### src/rtl/fetch_dreg.sv
// fetch_dreg: IF stage PC register plus the IF/D pipeline register.
// Computes the next PC from sequential, beq, j/jal and jr sources; the
// instruction fetched behind a branch/jump (delay slot) is never flushed.
// Optional stalled-cycle counter enabled by defining FETCH_STALL_CNT_EN;
// without it stall_cnt is tied to zero and no counter flops exist.
module fetch_dreg (
  input  logic        clk,
  input  logic        reset,
  input  logic        stall,
  input  logic [1:0]  npc_sel,
  input  logic        br_eq,
  input  logic [31:0] rs_val,
  input  logic [31:0] im_data,
  output logic [31:0] im_addr,
  output logic [31:0] ir_d,
  output logic [31:0] pc4_d,
  output logic [31:0] pc8_d,
  output logic [31:0] stall_cnt
);

  typedef enum logic [1:0] {
    NPC_SEQ = 2'b00,
    NPC_BEQ = 2'b01,
    NPC_J   = 2'b10,
    NPC_JR  = 2'b11
  } npc_sel_e;

  localparam logic [31:0] PC_RESET = 32'h0000_3000;

  logic [31:0] pc_f_q,  pc_f_d;
  logic [31:0] ir_d_q,  ir_d_d;
  logic [31:0] pc4_d_q, pc4_d_d;
  logic [31:0] pc4_f;
  logic [31:0] br_target;
  logic [31:0] j_target;
  logic [31:0] next_pc;

  // Redirect targets derived from the D-stage instruction
  always_comb begin
    pc4_f     = pc_f_q + 32'd4;
    br_target = pc4_d_q + {{14{ir_d_q[15]}}, ir_d_q[15:0], 2'b00};
    j_target  = {pc4_d_q[31:28], ir_d_q[25:0], 2'b00};
  end

  // Next-PC selection
  always_comb begin
    next_pc = pc4_f;
    unique case (npc_sel_e'(npc_sel))
      NPC_SEQ: next_pc = pc4_f;
      NPC_BEQ: next_pc = br_eq ? br_target : pc4_f;
      NPC_J:   next_pc = j_target;
      NPC_JR:  next_pc = rs_val;
      default: next_pc = pc4_f;
    endcase
  end

  // Pipeline register next-state: stall holds everything, including a pending redirect
  always_comb begin
    pc_f_d  = pc_f_q;
    ir_d_d  = ir_d_q;
    pc4_d_d = pc4_d_q;
    if (!stall) begin
      pc_f_d  = next_pc;
      ir_d_d  = im_data;
      pc4_d_d = pc4_f;
    end
  end

  // PC and IF/D register state
  always_ff @(posedge clk or negedge reset) begin
    if (!reset) begin
      pc_f_q  <= PC_RESET;
      ir_d_q  <= '0;
      pc4_d_q <= PC_RESET;
    end else begin
      pc_f_q  <= pc_f_d;
      ir_d_q  <= ir_d_d;
      pc4_d_q <= pc4_d_d;
    end
  end

`ifdef FETCH_STALL_CNT_EN
  logic [31:0] stall_cnt_q, stall_cnt_d;

  // Saturating count of stalled edges
  always_comb begin
    stall_cnt_d = stall_cnt_q;
    if (stall && (stall_cnt_q != '1)) stall_cnt_d = stall_cnt_q + 32'd1;
  end

  // Stall counter register
  always_ff @(posedge clk or negedge reset) begin
    if (!reset) stall_cnt_q <= '0;
    else        stall_cnt_q <= stall_cnt_d;
  end

  assign stall_cnt = stall_cnt_q;
`else
  assign stall_cnt = '0;
`endif

  assign im_addr = pc_f_q;
  assign ir_d    = ir_d_q;
  assign pc4_d   = pc4_d_q;
  assign pc8_d   = pc4_d_q + 32'd4;

endmodule

### config.mk
export PLATFORM = sky130hd
export DESIGN_NAME = fetch_dreg
export DESIGN_NICKNAME = d
export VERILOG_FILES = /design/src/rtl/fetch_dreg.sv
export SDC_FILE = /design/constraint.sdc
export NUM_CORES = 1
export LEC_CHECK = 0
export BUFFER_PORTS_ARGS = -buffer_cell sky130_fd_sc_hd__buf_2
export CORE_MARGIN = 8
export CORE_UTILIZATION = 48
export DETAILED_ROUTE_END_ITERATION = 16
export GPL_ROUTABILITY_DRIVEN = 0
export MAX_ROUTING_LAYER = met4
export PLACE_DENSITY = 0.8
export REMOVE_ABC_BUFFERS = 1
export SKIP_CTS_REPAIR_TIMING = 1
export SLEW_MARGIN = 10
export SYNTH_ARGS = -nofsm -noshare
export SYNTH_HDL_FRONTEND = slang
export SYNTH_SLANG_ARGS = --single-unit
### constraint.sdc
create_clock -name clk -period 2.8 [get_ports clk]
set_clock_uncertainty 0.1 [all_clocks]
set_input_delay 0.84 -clock clk [delete_from_list [all_inputs] [get_ports clk]]
set_output_delay 0.84 -clock clk [all_outputs]
set_load 0.02 [all_outputs]
==> results.md <==
- Top routing layer used: met4
- Post-route cell area: 10000 um^2
- Pwr/cell area: roughly 700 nW/um^2
- Hold Path Class: input port to asynchronous set/reset pin
- CP max FO: 4
- Area delta synth->final: 31.4%
- Rows: 46
- Layout Cells excl Fill: 1358
- Critical setup path kind: register to output port
- Antenna violations before repair: 0
- Post-Syn Area: 7620 um^2
- Port bufs: 197
- R2R depth: 10
- Top Ports: 230
- Fraction of registers with async set/reset: 100%
- Yosys warns: 0
- Total power: 0.00719 W
- Vias in the first global route: 7841
- Metal2 WL: between 10000 and 15000 um
- Final period utilization: 110%
- Outcome: finished with violations
- DR vias/cell: 6.00
- Met3 Wirelength: 3070 um
- DRC: 0
- Drt wl/cell: around 20 um
- Most common library cells after synthesis: dfrtp_1, nand2_1, o21ai_0
- Area contributors post-synth: dfrtp_1, mux2_2, xnor2_1, ha_1, o21ai_0
- Required @ worst endpoint: 1.86 ns
- Final setup viols: 18
- Share of cells above drive strength 1: a little under two fifths
- Grt ovf: 0
- Dpl cells: 1328
- Crit path time final: ~3 ns
- Ant. Diodes: 0
- Initial Util: 48.5%
- FF-to-FF setup slack: -0.09 ns
- DP Wirelength: just over 20000 um
- Setup ws final: -0.272 ns
- Root Driver: clkbuf_16
- Global-route wire length before repair: 42100 um
- Critical Path Max Stage Delay: 0.54 ns
- Metal-1 WL: about 11000 um
- First DRT Iteration DRCs: 786
- Count leader, synth: dfrtp_1
- Slew Viols, Final: 0
- Crit path cell chain: and3_4 > and3_4 > nand3_2 > nor2_1 > buf_4 > nand3_4 > xnor2_2 > buf_4
- ANT nets after route: 0
- Syn Area/Cell: a little under 9 um^2
- Critical R2R Launch: pc4_d[2]
- H-tree levels: 3
- FF+latch count, synth: 96
- Total number of vias: 8154
- Synth Instances: 867
- Unrepaired setup endpoints after global routing: true
- Latest clock arrival within the worst-skew pair: about 0.36 ns
- Max capacitance violation total: 0
- Static leakage: 4.63 nW
- Max Fclk: about 330 MHz
- Synth top area share: 30.2%
- Startpoint types: register
- Rel. slew slack: 59.4%
- CTS tree: done
- Router iterations before antenna repair: 5
- Clock Sinks: 96
- Final WL: between 20000 and 30000 um
- Critical Path AT: between 2 and 2.5 ns
- Main synth FF type: dfrtp_1
- Die Y: roughly 140 um
- Final Hold Fails: 0
- Yosys top cell by area: dfrtp_1
- Crit end category: output port
- Layout Nets: 1239
- Core area: around 16000 um^2
- Number of synthesized flops with an enable pin: 0
- Hold slack: ~0.35 ns
- Clock slew at reported path FFs: 0.06 ns
- Tot GR Track Use: 27.2%
- Die Area: ~20000 um^2
- Critical path endpoint: pc8_d[29]
- CTS buffer count: 9
- Worst path slowest cell: dfstp_2
- Worst vdd ir: 569 uV
- Reg2reg end: im_addr[28]
- Post-synth cell types: 78
- Worst-margin pin slew: 0.609 ns
- Seq/Total Area, Yosys: 31.6%
- Die Wd: 142 um
- Crit path launch: pc4_d[13]
- Largest net degree at the start of global routing: 84
- Failing checks: negative setup slack
- Post-place instance area: just over 9000 um^2
- CTS max path bufs: 2
how the worst min path moves through the flow:
stage               slack [ns]      from          to
global placement          0.38  ir_d[28]    ir_d[28]
floorplan                 0.44     reset  im_addr[0]
finish                    0.35     reset    ir_d[15]
detailed placement        0.39  ir_d[30]    ir_d[30]
CTS                       0.35     reset    ir_d[15]
global route              0.38     reset    ir_d[15]
cells in the final DEF, fill, tap and decap left out, types with 4 or more instances in the layout:
cell type,count
a21o_1,14
a211oi_1,7
ha_1,29
clkbuf_16,9
o21ai_0,69
conb_1,32
nand3b_1,4
nand2b_1,8
and4_1,6
mux2i_1,13
buf_4,124
o211ai_1,12
buf_2,175
and3_1,14
o221ai_1,10
nor2_4,5
a31oi_1,10
and3_4,4
xor2_1,23
mux2_2,52
nand3_1,29
a21oi_1,50
xnor2_1,46
nand4_1,13
buf_6,5
inv_1,14
dfrtp_1,90
nor3_1,9
o22ai_1,5
nor2_1,63
nand2_1,77
nand3_4,4
dfstp_2,4
o21a_1,12
through the flow:
stage / setup slack (ns) / TNS [ns] / utilization (%)
6_report: -0.272 / -2.66 / 63.7
5_1_grt: -0.370 / -4.73 / 63.7
4_1_cts: -0.450 / -5.94 / 61.2
3_5_place_dp: -0.162 / -0.308 / 59.3
3_3_place_gp: -0.0680 / -0.0680 / 59.3
2_1_floorplan: -0.355 / -2.07 / -
where the power goes:
part           leakage, nW  internal (W)  switching [W]  total (W)
clock network        0.150      0.000739       0.000544    0.00128
logic                 3.35       0.00162        0.00230    0.00392
registers             1.13       0.00166       0.000336    0.00199
total                 4.63       0.00401        0.00318    0.00719
registers in the layout (all words and copies together), names as in the netlist:
name     flops
im_addr     32
pc4_d       32
ir_d        32
final cells by class:
cell class	instances	area, um^2
Fill cell	1371	5710
Multi-Input combinational cell	706	5040
Sequential cell	96	2410
Timing Repair Buffer	307	1920
Tap cell	216	270
Clock buffer	13	260
Inverter	17	63.8
Clock inverter	3	40.0
routing by layer:
layer  up-vias  GRT usage (%)
met4         0           13.4
met1      3891           34.0
met2       516           40.8
met3        99           6.44
met5         -              -
li1       3648              -
critical path, delay by kind of cell, from the launching register on:
kind	cells	cell delay, ns
AND/OR/NAND/NOR	5	0.68
XOR/XNOR	1	0.19
buffers and inverters	2	0.34
flip-flops	1	0.54
cell families after synthesis:
family          Yosys count  share of synthesized area, %
simple gates            260                          16.8
compound gates          244                          21.6
flops                    96                          31.6
buf+inv                  96                          6.57
xor+xnor                 72                          8.28
mux                      66                          9.69
fa+ha+maj                32                          5.35
other cells               1                        0.0492
Note: power is estimated with default switching activity, not from simulation.
